`src/rtl/grs_round.vh`:
```
// Shared rounding-mode codes for the GRS rounding datapath.
`ifndef GRS_ROUND_VH
`define GRS_ROUND_VH
`define GRS_MODE_W 3
`define GRS_RNE 3'd0
`define GRS_RTZ 3'd1
`define GRS_RNI 3'd2
`define GRS_RPI 3'd3
`define GRS_RNA 3'd4
`endif

```
`src/rtl/grs_round_arbiter_pkg.sv`:
```
// Shared helpers for the rounding arbiter: index wrap and saturating statistics increment.
package grs_round_arbiter_pkg;

  localparam int STATS_W = 16;

  function automatic int wrap_add(input int a, input int b, input int n);
    int s;
    s = a + b;
    return (s >= n) ? s - n : s;
  endfunction

  function automatic logic [STATS_W-1:0] sat_inc(input logic [STATS_W-1:0] v, input logic inc);
    return (inc && (v != '1)) ? v + 1'b1 : v;
  endfunction

endpackage

```
`src/rtl/grs_rounder.sv`:
```
// Combinational guard/round/sticky rounder: truncates to OUTPUT_WIDTH and applies the mode's increment.
// Zero latency, no handshake; unknown mode codes truncate.
`include "grs_round.vh"

module grs_rounder #(
  parameter int INPUT_WIDTH  = 8,
  parameter int OUTPUT_WIDTH = 4
) (
  input  logic [INPUT_WIDTH-1:0]  value_in,
  input  logic                    sign_in,
  input  logic [`GRS_MODE_W-1:0]  mode_in,
  output logic [OUTPUT_WIDTH-1:0] value_out,
  output logic                    overflow_out
);
  localparam int DW = INPUT_WIDTH - OUTPUT_WIDTH;

  logic [OUTPUT_WIDTH-1:0] kept;
  logic [DW-1:0]           rem;
  logic [DW-1:0]           rem_lo;
  logic                    guard;
  logic                    sticky;
  logic                    inc;

  assign kept   = value_in[INPUT_WIDTH-1 -: OUTPUT_WIDTH];
  assign rem    = value_in[DW-1:0];
  // dropping the guard bit leaves exactly the round+sticky bits
  assign rem_lo = rem << 1;
  assign guard  = rem[DW-1];
  assign sticky = |rem_lo;

  always_comb begin
    inc = 1'b0;
    case (mode_in)
      `GRS_RNE: inc = guard & (sticky | kept[0]);
      `GRS_RTZ: inc = 1'b0;
      `GRS_RNI: inc = sign_in & (guard | sticky);
      `GRS_RPI: inc = ~sign_in & (guard | sticky);
      `GRS_RNA: inc = guard;
      default:  inc = 1'b0;
    endcase
  end

  assign {overflow_out, value_out} = {1'b0, kept} + {{OUTPUT_WIDTH{1'b0}}, inc};

endmodule

```
`src/rtl/rr_arbiter.sv`:
```
// Round-robin arbiter: one-hot grant searching upward from ptr; combinational grant, ptr updates on edge.
// Grants only while en is high; ptr moves past the winner only when a grant is made.
module rr_arbiter
  import grs_round_arbiter_pkg::*;
#(
  parameter int N = 4
) (
  input  logic                 clk,
  input  logic                 rst,
  input  logic [N-1:0]         req,
  input  logic                 en,
  output logic [N-1:0]         gnt,
  output logic [$clog2(N)-1:0] gnt_idx
);
  localparam int IW = $clog2(N);

  logic [IW-1:0] ptr;
  logic [IW-1:0] idx;
  logic          found;

  always_comb begin
    found   = 1'b0;
    gnt_idx = ptr;
    gnt     = '0;
    idx     = '0;
    for (int k = 0; k < N; k++) begin
      idx = IW'(wrap_add(int'(ptr), k, N));
      if (!found && req[idx]) begin
        found   = 1'b1;
        gnt_idx = idx;
      end
    end
    if (en && found) gnt[gnt_idx] = 1'b1;
  end

  always_ff @(posedge clk or posedge rst) begin
    if (rst) begin
      ptr <= '0;
    end else if (en && found) begin
      ptr <= IW'(wrap_add(int'(gnt_idx), 1, N));
    end
  end

endmodule

```
`src/rtl/grs_round_arbiter.sv`:
```
// Shares one grs_rounder among NUM_REQ requesters; 1-cycle latency, registered output, full throughput.
// Accepts only when the output slot is empty or draining; optional counters under GRS_ARB_STATS_EN.
`include "grs_round.vh"

module grs_round_arbiter
  import grs_round_arbiter_pkg::*;
#(
  parameter int NUM_REQ      = 4,
  parameter int INPUT_WIDTH  = 8,
  parameter int OUTPUT_WIDTH = 4,
  parameter int ID_W         = $clog2(NUM_REQ)
) (
  input  logic                           clk,
  input  logic                           rst,
  input  logic [NUM_REQ-1:0]             req_valid,
  output logic [NUM_REQ-1:0]             req_ready,
  input  logic [NUM_REQ*INPUT_WIDTH-1:0] req_value,
  input  logic [NUM_REQ-1:0]             req_sign,
  input  logic [NUM_REQ*`GRS_MODE_W-1:0] req_mode,
  output logic                           out_valid,
  input  logic                           out_ready,
  output logic [OUTPUT_WIDTH-1:0]        out_value,
  output logic                           out_overflow,
  output logic [ID_W-1:0]                out_id
`ifdef GRS_ARB_STATS_EN
  ,
  input  logic                           stats_clr,
  output logic [STATS_W-1:0]             stats_ops,
  output logic [STATS_W-1:0]             stats_ovf
`endif
);
  logic                    slot_free;
  logic                    accept;
  logic [NUM_REQ-1:0]      gnt;
  logic [ID_W-1:0]         gnt_idx;
  logic [INPUT_WIDTH-1:0]  sel_value;
  logic                    sel_sign;
  logic [`GRS_MODE_W-1:0]  sel_mode;
  logic [OUTPUT_WIDTH-1:0] rnd_value;
  logic                    rnd_ovf;

  assign slot_free = !out_valid || out_ready;

  rr_arbiter #(.N(NUM_REQ)) u_arb (
    .clk     (clk),
    .rst     (rst),
    .req     (req_valid),
    .en      (slot_free),
    .gnt     (gnt),
    .gnt_idx (gnt_idx)
  );

  assign req_ready = gnt;
  assign accept    = |gnt;

  assign sel_value = req_value[gnt_idx*INPUT_WIDTH +: INPUT_WIDTH];
  assign sel_sign  = req_sign[gnt_idx];
  assign sel_mode  = req_mode[gnt_idx*`GRS_MODE_W +: `GRS_MODE_W];

  grs_rounder #(
    .INPUT_WIDTH  (INPUT_WIDTH),
    .OUTPUT_WIDTH (OUTPUT_WIDTH)
  ) u_rnd (
    .value_in     (sel_value),
    .sign_in      (sel_sign),
    .mode_in      (sel_mode),
    .value_out    (rnd_value),
    .overflow_out (rnd_ovf)
  );

  // a draining slot is refilled on the same edge, so no bubble between results
  always_ff @(posedge clk or posedge rst) begin
    if (rst) begin
      out_valid    <= 1'b0;
      out_value    <= '0;
      out_overflow <= 1'b0;
      out_id       <= '0;
    end else if (slot_free) begin
      out_valid <= accept;
      if (accept) begin
        out_value    <= rnd_value;
        out_overflow <= rnd_ovf;
        out_id       <= gnt_idx;
      end
    end
  end

`ifdef GRS_ARB_STATS_EN
  always_ff @(posedge clk or posedge rst) begin
    if (rst) begin
      stats_ops <= '0;
      stats_ovf <= '0;
    end else if (stats_clr) begin
      stats_ops <= '0;
      stats_ovf <= '0;
    end else begin
      stats_ops <= sat_inc(stats_ops, accept);
      stats_ovf <= sat_inc(stats_ovf, accept & rnd_ovf);
    end
  end
`endif

endmodule

```
`config.mk`:
```
export PLATFORM = sky130hd
export DESIGN_NAME = grs_round_arbiter
export DESIGN_NICKNAME = d
export VERILOG_FILES = /design/src/rtl/grs_round_arbiter_pkg.sv /design/src/rtl/grs_rounder.sv /design/src/rtl/rr_arbiter.sv /design/src/rtl/grs_round_arbiter.sv
export VERILOG_INCLUDE_DIRS = /design/src /design/src/rtl
export SDC_FILE = /design/constraint.sdc
export NUM_CORES = 1
export LEC_CHECK = 0
export BUFFER_PORTS_ARGS = -buffer_cell sky130_fd_sc_hd__buf_2
export CORE_AREA = 2 2 54 61
export DETAILED_ROUTE_END_ITERATION = 10
export DIE_AREA = 0 0 56 63
export GPL_ROUTABILITY_DRIVEN = 0
export HOLD_SLACK_MARGIN = 0.05
export PLACE_DENSITY_LB_ADDON = 0.15
export SLEW_MARGIN = 10
export SYNTH_ARGS = -nofsm -noshare
export SYNTH_HDL_FRONTEND = slang
export SYNTH_HIERARCHICAL = 1
export SYNTH_SLANG_ARGS = --single-unit
```
`constraint.sdc`:
```
create_clock -name clk -period 3.4 [get_ports clk]
set_clock_uncertainty 0.15 [all_clocks]
set_input_delay 0.68 -clock clk [delete_from_list [all_inputs] [get_ports clk]]
set_output_delay 0.68 -clock clk [all_outputs]
set_load 0.02 [all_outputs]
```
==> results of run 1 <==
[synth_stat cells (all sizes together)]
cell     instances
nand2            2
mux2             7
and2b            3
and3             1
a41oi            1
inv              7
o21a             1
nor3             5
a2111oi          1
xnor2            1
or3              1
a211oi           1
nor4             1
nand3            2
and3b            1
clkbuf           1
o31ai            1
mux4            12
o32a             1
a221o            1
mux2i            1
o41ai            1
o21ai            4
nor2             7
buf              2
nor3b            2
xor2             2
ha               2
a221oi           1
dfrtp           10
a21oi            2
nor2b            1
[power by group through the flow]
stage          combinational [mW]  clock (mW)  sequential [mW]
2_1_floorplan               0.675           0            0.265
3_3_place_gp                0.966           0            0.221
3_5_place_dp                0.978           0            0.222
4_1_cts                     0.992       0.108            0.223
5_1_grt                      1.11       0.111            0.230
6_report                     1.03       0.105            0.222
[worst reg2reg max path, cell delays in order, from the launching register on]
cell and delay, ps:
sky130_fd_sc_hd__dfrtp_1 390, sky130_fd_sc_hd__and2b_2 270, sky130_fd_sc_hd__nor3_4 130, sky130_fd_sc_hd__o32a_4 240, sky130_fd_sc_hd__buf_6 100, sky130_fd_sc_hd__mux4_2 470, sky130_fd_sc_hd__or3_4 360, sky130_fd_sc_hd__o31ai_4 190
sky130_fd_sc_hd__a21oi_2 80, sky130_fd_sc_hd__ha_2 190, sky130_fd_sc_hd__ha_4 160, sky130_fd_sc_hd__xor2_1 150, sky130_fd_sc_hd__mux2_4 250
[per-layer routing]
metal	vias to the layer above	routed length, microns	GRT usage
met5	-	0	0
met4	0	9	0.0417
met3	2	141	0.0145
met2	43	1420	0.260
met1	503	1090	0.190
li1	503	-	-
[flip-flops by register name, indices dropped and copies added, names as in the netlist]
register,count
out_valid,1
out_id,2
out_value,4
out_overflow,1
u_arb/ptr,2
[cell type report]
class                      instances  area [sq um]  area share
multi-input combinational         66           853       0.510
clock buffer                       4          36.3      0.0217
inverter                           7          26.3      0.0157
timing repair buffer              81           463       0.277
sequential                        10           250       0.150
tap                               34          42.5      0.0254
[per-stage QoR]
stage	std cells	util	hold slack [ps]
3_5_place_dp	198	0.538	344
4_1_cts	202	0.551	110
6_report	202	0.568	120
3_3_place_gp	198	0.538	345
2_1_floorplan	86	-	271
5_1_grt	202	0.568	120
[kinds of logic after synthesis]
| kind of cell | share of synthesized area |
|---|---|
| AND/OR/NAND/NOR | 0.155 |
| multiplexers | 0.377 |
| AO/OA/AOI/OAI | 0.141 |
| buffers and inverters | 0.0444 |
| flip-flops | 0.234 |
| XOR/XNOR | 0.0245 |
| adder cells (fa/ha/maj) | 0.0234 |
[worst max path at each step]
stage	from	end	slack, ps	depth (start not counted)
CTS	req_valid[0]	out_overflow	0.6	13
global placement	req_valid[2]	out_value[3]	-230	13
finish	req_valid[0]	out_value[2]	70	13
global route	req_valid[2]	out_value[2]	-40	13
floorplan	req_valid[1]	out_value[2]	-150	12
detailed placement	req_valid[2]	out_overflow	-290	12
[what timing repair did]
action,in CTS,in global routing
pin swaps,2,4
setup endpoints to repair,3,4
endpoints found under the hold margin,0,0
resized for setup,3,15
==> summary.md, run 1 <==
| Metric | Value |
|---|---|
| Highest net fanout along the worst path | `6` |
| Power density relative to cell area | `810 mW/mm^2` |
| Sum of negative setup slack | `0 ps` |
| Maximum vdd drop | `451 uV` |
| Slack of the worst reg-to-reg path | `170 ps` |
| Share of the clock period used by the worst path after layout | `0.980` |
| Fmax | `300 MHz` |
| Total clock buffers created by CTS | `3` |
| Post-synthesis to final-layout area growth | `56.1%` |
| Switching power of the nets | `0.558 mW` |
| CTS tree | `yes` |
| Clock-pin transition on the worst setup and hold timing paths | `60 ps` |
| Slew at the pin with the worst max-slew slack | `508 ps` |
| Number of global-route vias before repair | `1055` |
| Total DRC errors in the routed layout | `0` |
| Slew HR | `0.660` |
| Switch share | `0.412` |
| Worst-case setup slack after placement | `-293 ps` |
| Number of rows created at floorplan | `21` |
| Initial antenna violation count | `0` |
| Net count of the finished layout | `226` |
| Clock network fraction of design power | `0.077` |
| Series of cell instances along the critical path | `buf_2, and2b_2, nor3_2, o32a_4, buf_6, mux4_2, or3_4, o31ai_4, a21oi_2, ha_2, ha_4, xor2_1, mux2_4` |
| Sequential share of power | `0.164` |
| Max-cap violations | `0` |
| Crit path max-delay cell type | `sky130_fd_sc_hd__mux4_2` |
| CP bufs+invs | `2` |
| HPWL reported at the end of detailed placement | `2.25 mm` |
| Worst endpoint required time | `3400 ps` |
| I/O pin count | `67` |
| Startpoint of the most critical register-to-register path | `u_arb/ptr[0]` |
| Result of the run | `finished clean` |
| Aggregate global routing overflow | `0` |
| Global routing usage summed across all routing layers | `0.147` |
| Total leakage power | `0.811 nW` |
| Antenna violation net count after detailed routing | `0` |
| Vias after detailed routing | `1051` |
| Global-route wire length before repair | `4.33 mm` |
| Share of cells above drive strength 1 | `0.744` |
| Dominant cells by area after synthesis | `sky130_fd_sc_hd__dfrtp_1 23%, sky130_fd_sc_hd__mux4_2 15%, sky130_fd_sc_hd__mux4_1 12%` |
| Number of hold-repair buffers added at the cts stage | `0` |
| Period minus WS final | `3330 ps` |
| Power consumption | `1.35 mW` |
| Antenna diode count | `0` |
| Proportion of power drawn by combinational gates | `0.759` |
| Tightest Hold Check Type | `input port to async pin` |
| CTS root buffer | `sky130_fd_sc_hd__clkbuf_4` |
| Crit-path max cell delay | `470 ps` |
| H-tree depth | `1` |
| Pin count of the biggest net entering global routing | `10` |
| Clock sinks | `10` |
| Number of failing setup endpoints in the final timing report | `0` |
| Die Footprint | `0.00353 sq mm` |
| Final number of hold-violating endpoints | `0` |
| Filler instances | `273` |
| Final Worst Setup Slack | `67.5 ps` |
| Total routed wirelength | `2.66 mm` |
| Launching element type of the critical path | `input port` |
| Number of buffers on the longest clock path | `2` |
| Unrepaired setup endpoints after global routing | `yes` |
| DR WL/cell | `13.2 microns` |
| Classification of the worst setup path | `input port to register` |
| Total of flip-flops plus latches after synthesis | `10` |
| Warning count from the yosys run | `6` |
| Worst r2r path cells | `12` |
| Die span in y | `63 microns` |
| Yosys top cell by area | `sky130_fd_sc_hd__dfrtp_1` |
| Int Power | `0.796 mW` |
| Final instance area | `0.00167 sq mm` |
| Most frequent cells in the layout | `64 x sky130_fd_sc_hd__buf_2, 14 x sky130_fd_sc_hd__buf_4, 11 x sky130_fd_sc_hd__mux4_2` |
| Core area | `0.00294 sq mm` |
| Average cell area after synthesis | `12.5 sq um` |
| Sequential share of the synthesized area | `0.234` |
| Synth Cell Area | `0.00107 sq mm` |
| Crit-path leading delay family | `multiplexers` |
| Setup bufs post-CTS | `0` |
| Synth Net Count | `143` |
| Die Width | `56 microns` |
| Placed cell area | `0.00158 sq mm` |
| Mapped Cells | `86` |
| Effective utilization at floorplan | `0.364` |
| Skew-Pair Late Insertion Delay | `260 ps` |
| Endpoint of the lowest-slack register-to-register path | `out_value[2]` |
| Post-DR vias/cell | `5.20` |
| Proportion of netlist area held by the largest area contributor | `0.234` |
| Nature of the critical path endpoint | `register` |
| Final count of pins violating max slew | `0` |
| Number of design-rule violations left by the first detailed-router iteration | `12` |
| Most common cell after layout, fill and taps aside | `sky130_fd_sc_hd__buf_2` |
| Count of unique library cells instantiated by Yosys | `37` |
| Total iterations of the first detailed-routing run | `4` |
| Data arrival time at the worst-slack endpoint | `3330 ps` |
| Count of buffers from port buffering | `66` |
No activity file was read; power rests on OpenSTA's default activity.
==> run 2: changes to the inputs <==
--- a/config.mk
+++ b/config.mk
@@ -6,10 +6,11 @@
 export SDC_FILE = /design/constraint.sdc
 export NUM_CORES = 1
 export LEC_CHECK = 0
+export ABC_AREA = 1
 export BUFFER_PORTS_ARGS = -buffer_cell sky130_fd_sc_hd__buf_2
-export CORE_AREA = 2 2 54 61
+export CORE_AREA = 2 2 63 71
 export DETAILED_ROUTE_END_ITERATION = 10
-export DIE_AREA = 0 0 56 63
+export DIE_AREA = 0 0 65 73
 export GPL_ROUTABILITY_DRIVEN = 0
 export HOLD_SLACK_MARGIN = 0.05
 export PLACE_DENSITY_LB_ADDON = 0.15
==> constraint.sdc (replaced) <==
create_clock -name clk -period 4.31 [get_ports clk]
set_clock_uncertainty 0.15 [all_clocks]
set_input_delay 0.862 -clock clk [delete_from_list [all_inputs] [get_ports clk]]
set_output_delay 0.862 -clock clk [all_outputs]
set_load 0.02 [all_outputs]
==> run 2 against run 1 <==
  * First-iteration DRC count grew to 5.4 times the previous value
  * Non-clock buffer count shrank 14
  * Critical path depth shrank 2
  * Highest routed layer unchanged
  * Utilization shrank 9.6 points
  * Wire length grew 41%
  * Largest cell class unchanged
==> summary.md, run 2 <==
| Metric | Value |
|---|---|
| Result of the run | `finished clean` |
| Post-DR vias/cell | `4.66 (-10%)` |
| Die Footprint | `0.00475 sq mm (+34%)` |
| Filler instances | `459 (+68%)` |
| Clock sinks | `10 (unchanged)` |
| Most common cell after layout, fill and taps aside | `sky130_fd_sc_hd__nand2_1` |
| Final instance area | `0.00193 sq mm (+16%)` |
| Final core utilization | `0.472 (-0.0963)` |
| Share of cells above drive strength 1 | `0.352 (-0.392)` |
| Die Width | `65 microns (+16%)` |
| Most frequent cells in the layout | `106 x sky130_fd_sc_hd__nand2_1, 66 x sky130_fd_sc_hd__buf_2, 38 x sky130_fd_sc_hd__inv_1` |
| Clock-pin transition on the worst setup and hold timing paths | `50 ps (about the same)` |
| Total clock buffers created by CTS | `3 (unchanged)` |
| Placed cell area | `0.00188 sq mm (+19%)` |
| Register name with the most flops | `out_value` |
| Unrepaired setup endpoints after global routing | `no` |
| Synth Net Count | `317 (+120%)` |
| Sequential share of the synthesized area | `0.162 (-0.0721)` |
| I/O pin count | `67 (unchanged)` |
| Nature of the critical path endpoint | `output port` |
| Core area | `0.00410 sq mm (+39%)` |
| Data arrival time at the worst-slack endpoint | `2900 ps (-430 ps)` |
| Total iterations of the first detailed-routing run | `4 (unchanged)` |
| H-tree depth | `1 (unchanged)` |
| Sum of negative setup slack | `0 ps (unchanged)` |
| Mapped Cells | `260 (+200%)` |
| Number of buffers on the longest clock path | `2 (unchanged)` |
| Number of global-route vias before repair | `1518 (+44%)` |
| Leading post-synthesis cells by instance count | `106 x sky130_fd_sc_hd__nand2_1, 38 x sky130_fd_sc_hd__inv_1, 23 x sky130_fd_sc_hd__nand3_1, 15 x sky130_fd_sc_hd__o211ai_1, 14 x sky130_fd_sc_hd__nand2_2` |
| Global-route wire length before repair | `6.03 mm (+39%)` |
| Crit-path max cell delay | `530 ps (+60 ps)` |
| Fmax | `256 MHz` |
| Total DRC errors in the routed layout | `0 (unchanged)` |
| Warning count from the yosys run | `6 (unchanged)` |
| Slew HR | `0.531 (-0.130)` |
| Number of failing setup endpoints in the final timing report | `0 (unchanged)` |
| Number of rows created at floorplan | `25 (+19%)` |
| Initial antenna violation count | `0 (unchanged)` |
| Flip-flop count of the largest register after layout | `4 (unchanged)` |
| Period minus WS final | `3910 ps` |
| Largest regs | `out_value (4), out_id (2), u_arb/ptr (2)` |
| Total of flip-flops plus latches after synthesis | `10 (unchanged)` |
| Total routed wirelength | `3.75 mm (+41%)` |
| Classification of the worst setup path | `register to output port` |
| Startpoint of the most critical register-to-register path | `u_arb/ptr[0]` |
| Count of buffers from port buffering | `66 (unchanged)` |
| Cells resized by post-CTS repair | `0 (-3)` |
| Worst Hold Depth | `2` |
| Yosys top cell by area | `sky130_fd_sc_hd__nand2_1` |
| Vias after detailed routing | `1749 (+66%)` |
| Worst endpoint required time | `3300 ps (-100 ps)` |
| Post-Place Cells | `371 (+87%)` |
| Slack of the worst reg-to-reg path | `650 ps (+480 ps)` |
| Slew at the pin with the worst max-slew slack | `702 ps (+194 ps)` |
| Antenna violation net count after detailed routing | `0 (unchanged)` |
| Aggregate global routing overflow | `0 (unchanged)` |
| Final count of pins violating max slew | `0 (unchanged)` |
| CTS root buffer | `sky130_fd_sc_hd__clkbuf_8` |
| Hold worst-path end | `out_id[1]` |
| Count of unique library cells instantiated by Yosys | `26 (-30%)` |
| HPWL reported at the end of detailed placement | `3.10 mm (+38%)` |
| Effective utilization at floorplan | `0.378 (+0.0141)` |
| Proportion of netlist area held by the largest area contributor | `0.257 (+0.0232)` |
| Final number of hold-violating endpoints | `0 (unchanged)` |
| Post-synth EDFFs | `0 (unchanged)` |
| Most numerous cell in the Yosys netlist | `sky130_fd_sc_hd__nand2_1` |
| Pin count of the biggest net entering global routing | `39 (+29)` |
| Setup bufs post-CTS | `0 (unchanged)` |
| Tightest Hold Check Type | `register to register` |
| Crit path max-delay cell type | `sky130_fd_sc_hd__dfrtp_1` |
| FFs w/ async S/R, synth | `1.00 (unchanged)` |
| Max-cap violations | `0 (unchanged)` |
| Most common flop cell mapped by yosys | `sky130_fd_sc_hd__dfrtp_1` |
| Launching element type of the critical path | `register` |
| Post-synthesis to final-layout area growth | `24.8%` |
| Die span in y | `73 microns (+16%)` |
| Average cell area after synthesis | `5.96 sq um (-52%)` |
| Launch instance of the worst min-delay path | `out_id[1]` |
| Net count of the finished layout | `379 (+68%)` |
| Global routing usage summed across all routing layers | `0.155 (+0.00763)` |
| Endpoint of the lowest-slack register-to-register path | `out_value[2]` |
| Skew-Pair Late Insertion Delay | `230 ps (-30 ps)` |
| Number of hold-repair buffers added at the cts stage | `0 (unchanged)` |
| Synth Cell Area | `0.00155 sq mm (+45%)` |
| Dominant cells by area after synthesis | `sky130_fd_sc_hd__nand2_1 26%, sky130_fd_sc_hd__dfrtp_1 16%, sky130_fd_sc_hd__inv_1 9.2%` |
| Number of design-rule violations left by the first detailed-router iteration | `65 (+53)` |
| CTS tree | `yes` |
| Share of the clock period used by the worst path after layout | `0.907` |
| Worst r2r path cells | `20 (+8)` |
| Series of cell instances along the critical path | `inv_2, nand2_1, nand2_2, nand2_1, nand2_2, nand4_4, nand2_1, nand2_2, buf_4, nor3_2, buf_2` |
| Highest net fanout along the worst path | `38 (+32)` |
| Number of cells in the finished layout apart from fillers | `375 (+86%)` |
| DR WL/cell | `10.0 microns (-24%)` |
| Antenna diode count | `0 (unchanged)` |
## run 2: layout make-up
type	count	area, sq um	area share
Timing Repair Buffer	67	338	0.175
Multi-Input combinational cell	196	1050	0.546
Sequential cell	10	250	0.129
Clock buffer	4	55.1	0.0285
Tap cell	54	67.6	0.0350
Inverter	44	168	0.0867
## run 2: through the flow
step,setup WS [ps],hold slack (ps)
floorplan,1100,432
global placement,526,302
detailed placement,503,306
CTS,369,318
global route,124,341
finish,400,315
## run 2: worst max-delay path: cells and delay by family, from the launching register on
family        cells  cell delay (ps)
flops             1              530
buf+inv           3              860
simple gates      8             1260
## run 2: kinds of logic after synthesis
| kind of cell | after synthesis | share of synthesized area |
|---|---|---|
| AO/OA/AOI/OAI | 28 | 0.168 |
| buffers and inverters | 54 | 0.158 |
| XOR/XNOR | 2 | 0.0113 |
| adder cells (fa/ha/maj) | 2 | 0.0162 |
| flip-flops | 10 | 0.162 |
| AND/OR/NAND/NOR | 164 | 0.485 |
## run 2: layer usage
layer	share of wire	GRT usage
met1	0.42	0.182
met2	0.52	0.296
met3	0.047	0.0216
met4	0.012	0.0355
met5	0	0
## run 2: how the worst max path moves through the flow
stage / slack, ps / startpoint / depth (start not counted) / endpoint
final: 400 / u_arb/ptr[0] / 11 / req_ready[0]
after global routing: 120 / u_arb/ptr[0] / 11 / req_ready[0]
after CTS: 370 / u_arb/ptr[0] / 11 / req_ready[0]
after detailed placement: 500 / req_valid[2] / 11 / req_ready[0]
after global placement: 530 / req_valid[2] / 11 / req_ready[0]
after floorplan: 1100 / req_valid[2] / 20 / out_value[2]
Power of run 2 is not shown: default switching activity piles up to over one toggle a cycle in this logic, so the estimate is an artifact.
==> run 3: changes to the inputs <==
--- a/config.mk
+++ b/config.mk
@@ -8,9 +8,9 @@
 export LEC_CHECK = 0
 export ABC_AREA = 1
 export BUFFER_PORTS_ARGS = -buffer_cell sky130_fd_sc_hd__buf_2
-export CORE_AREA = 2 2 63 71
+export CORE_AREA = 2 2 58 65
 export DETAILED_ROUTE_END_ITERATION = 10
-export DIE_AREA = 0 0 65 73
+export DIE_AREA = 0 0 60 67
 export GPL_ROUTABILITY_DRIVEN = 0
 export HOLD_SLACK_MARGIN = 0.05
 export PLACE_DENSITY_LB_ADDON = 0.15
==> constraint.sdc (replaced) <==
create_clock -name clk -period 3.6 [get_ports clk]
set_clock_uncertainty 0.15 [all_clocks]
set_input_delay 0.72 -clock clk [delete_from_list [all_inputs] [get_ports clk]]
set_output_delay 0.72 -clock clk [all_outputs]
set_load 0.02 [all_outputs]
==> run 3 against run 2 <==
  * Sequential cell count unchanged
  * Non-clock buffer count increased by 2
  * Critical path depth rose by 12
  * Design area about the same
  * First-iteration DRC count increased by 7.7%
  * Final cell count is 1.1% lower
  * Die area decreased by 15%
  * Wire length is 1.5% lower
  * Critical path type is now register to register
  * Critical endpoint is now out_overflow
  * Largest cell class unchanged
  * Highest routed layer unchanged
==> summary.md, run 3 (synthesized netlist as in run 2, its figures left out) <==
| Metric | Value |
|---|---|
| Antenna violation net count after detailed routing | `0 (unchanged)` |
| Die Width | `60 microns (-7.7%)` |
| Highest net fanout along the worst path | `51 (+34%)` |
| I/O pin count | `67 (unchanged)` |
| Number of rows created at floorplan | `22 (-12%)` |
| DR WL/cell | `9.96 microns (-0.40%)` |
| Aggregate global routing overflow | `0 (unchanged)` |
| Setup bufs post-CTS | `0 (unchanged)` |
| Cells resized by post-CTS repair | `0 (unchanged)` |
| Data arrival time at the worst-slack endpoint | `3250 ps (+350 ps)` |
| Antenna diode count | `0 (unchanged)` |
| Post-synthesis to final-layout area growth | `24.9% (about the same)` |
| Core area | `0.00333 sq mm (-19%)` |
| CTS root buffer | `sky130_fd_sc_hd__clkbuf_4` |
| Global-route wire length before repair | `5.87 mm (-2.7%)` |
| Share of cells above drive strength 1 | `0.356 (+0.00401)` |
| Classification of the worst setup path | `register to register` |
| Launching element type of the critical path | `register` |
| Result of the run | `finished clean` |
| Flip-flop count of the largest register after layout | `4 (unchanged)` |
| Max-cap violations | `0 (unchanged)` |
| Global routing usage summed across all routing layers | `0.184 (+0.0290)` |
| Nature of the critical path endpoint | `register` |
| Most common cell after layout, fill and taps aside | `sky130_fd_sc_hd__nand2_1` |
| Post-DR vias/cell | `4.73 (+1.5%)` |
| Period minus WS final | `3190 ps` |
| H-tree depth | `1 (unchanged)` |
| Largest regs | `out_value (4), out_id (2), u_arb/ptr (2)` |
| Final number of hold-violating endpoints | `0 (unchanged)` |
| Slew HR | `0.712 (+0.182)` |
| Net count of the finished layout | `381 (+0.53%)` |
| Clock sinks | `10 (unchanged)` |
| Number of hold-repair buffers added at the cts stage | `0 (unchanged)` |
| Final count of pins violating max slew | `0 (unchanged)` |
| Total iterations of the first detailed-routing run | `6 (+2)` |
| Number of failing setup endpoints in the final timing report | `0 (unchanged)` |
| Count of buffers from port buffering | `66 (unchanged)` |
| Skew-Pair Late Insertion Delay | `270 ps (+40 ps)` |
| Die Footprint | `0.00402 sq mm (-15%)` |
| Number of global-route vias before repair | `1427 (-6.0%)` |
| Most frequent cells in the layout | `106 x sky130_fd_sc_hd__nand2_1, 66 x sky130_fd_sc_hd__buf_2, 38 x sky130_fd_sc_hd__inv_1` |
| Share of the clock period used by the worst path after layout | `0.885` |
| Pin count of the biggest net entering global routing | `52 (+33%)` |
| Number of buffers on the longest clock path | `2 (unchanged)` |
| Total routed wirelength | `3.70 mm (-1.5%)` |
| Worst endpoint required time | `3660 ps (+360 ps)` |
| Final instance area | `0.00193 sq mm (about the same)` |
| Initial antenna violation count | `0 (unchanged)` |
| HPWL reported at the end of detailed placement | `2.97 mm (-4.0%)` |
| Vias after detailed routing | `1756 (+0.40%)` |
| Unrepaired setup endpoints after global routing | `no` |
| Fmax | `314 MHz` |
| Placed cell area | `0.00190 sq mm (+1.1%)` |
| Slew at the pin with the worst max-slew slack | `431 ps (-270 ps)` |
| Number of design-rule violations left by the first detailed-router iteration | `70 (+7.7%)` |
| CTS tree | `yes` |
| Effective utilization at floorplan | `0.465 (+0.0870)` |
| Register name with the most flops | `out_value` |
| Die span in y | `67 microns (-8.2%)` |
| Total DRC errors in the routed layout | `0 (unchanged)` |
| Total clock buffers created by CTS | `3 (unchanged)` |
| Tightest Hold Check Type | `input port to async pin` |
| Sum of negative setup slack | `0 ps (unchanged)` |
| Clock-pin transition on the worst setup and hold timing paths | `70 ps (+20 ps)` |
-- run 3: cell types whose count changed in the layout (fill, tap and decap cells not counted) --
cell                       before  now
sky130_fd_sc_hd__buf_4          1    2
sky130_fd_sc_hd__buf_12         0    1
sky130_fd_sc_hd__clkbuf_4       0    3
sky130_fd_sc_hd__clkbuf_8       4    1
-- run 3: path summary, 6_finish.rpt --
check,startpoint,to,slack [ps],depth (start not counted)
max,u_arb/ptr[1],out_overflow,410,23
min,rst,u_arb/ptr[0],150,2
max reg2reg,u_arb/ptr[1],out_overflow,410,23
min reg2reg,out_overflow,out_overflow,320,2
max in group asynchronous,rst,out_id[0],2820,2
min in group clk,out_overflow,out_overflow,320,2
-- run 3: per-layer routing --
layer	wire (microns)	vias up	part of all wire	track usage
li1	-	950	-	-
met1	1730	754	0.47	0.241
met2	1760	48	0.48	0.314
met3	170	4	0.046	0.0136
met4	44	0	0.012	0.0583
met5	0	-	0	0
-- run 3: worst max-delay path, stage by stage, from the launching register on --
cell and delay (ps):
sky130_fd_sc_hd__dfrtp_1 600, sky130_fd_sc_hd__inv_4 100, sky130_fd_sc_hd__nand2_1 90, sky130_fd_sc_hd__nand2_2 90, sky130_fd_sc_hd__nand2_1 90, sky130_fd_sc_hd__nand2_2 80
sky130_fd_sc_hd__nor2_2 150, sky130_fd_sc_hd__nand4_1 120, sky130_fd_sc_hd__nand2_2 110, sky130_fd_sc_hd__buf_12 230, sky130_fd_sc_hd__nand2_1 80, sky130_fd_sc_hd__o211ai_1 80
sky130_fd_sc_hd__nand2_1 110, sky130_fd_sc_hd__inv_2 80, sky130_fd_sc_hd__nand2_2 50, sky130_fd_sc_hd__nor2_2 70, sky130_fd_sc_hd__nand2_1 60, sky130_fd_sc_hd__a21oi_2 110
sky130_fd_sc_hd__ha_1 170, sky130_fd_sc_hd__ha_1 180, sky130_fd_sc_hd__nand2_1 50, sky130_fd_sc_hd__nor2_1 100, sky130_fd_sc_hd__nand3_1 90, sky130_fd_sc_hd__nand2_1 80
-- run 3: area by class of cell --
type	count	area, sq um
multi-input combinational	196	1050
fill	358	1400
clock buffer	4	36.3
inverter	44	168
sequential	10	250
tap	48	60.1
timing repair buffer	69	365
-- run 3: through the flow --
step                hold slack (ps)  utilization  std cells  setup slack [ps]
floorplan                       311            -        260               533
global placement                301        0.570        367               282
finish                          145        0.581        371               413
CTS                             146        0.581        371               410
global route                    143        0.581        371             0.535
detailed placement              304        0.570        367               280
Power of run 3 is left out for the same reason.
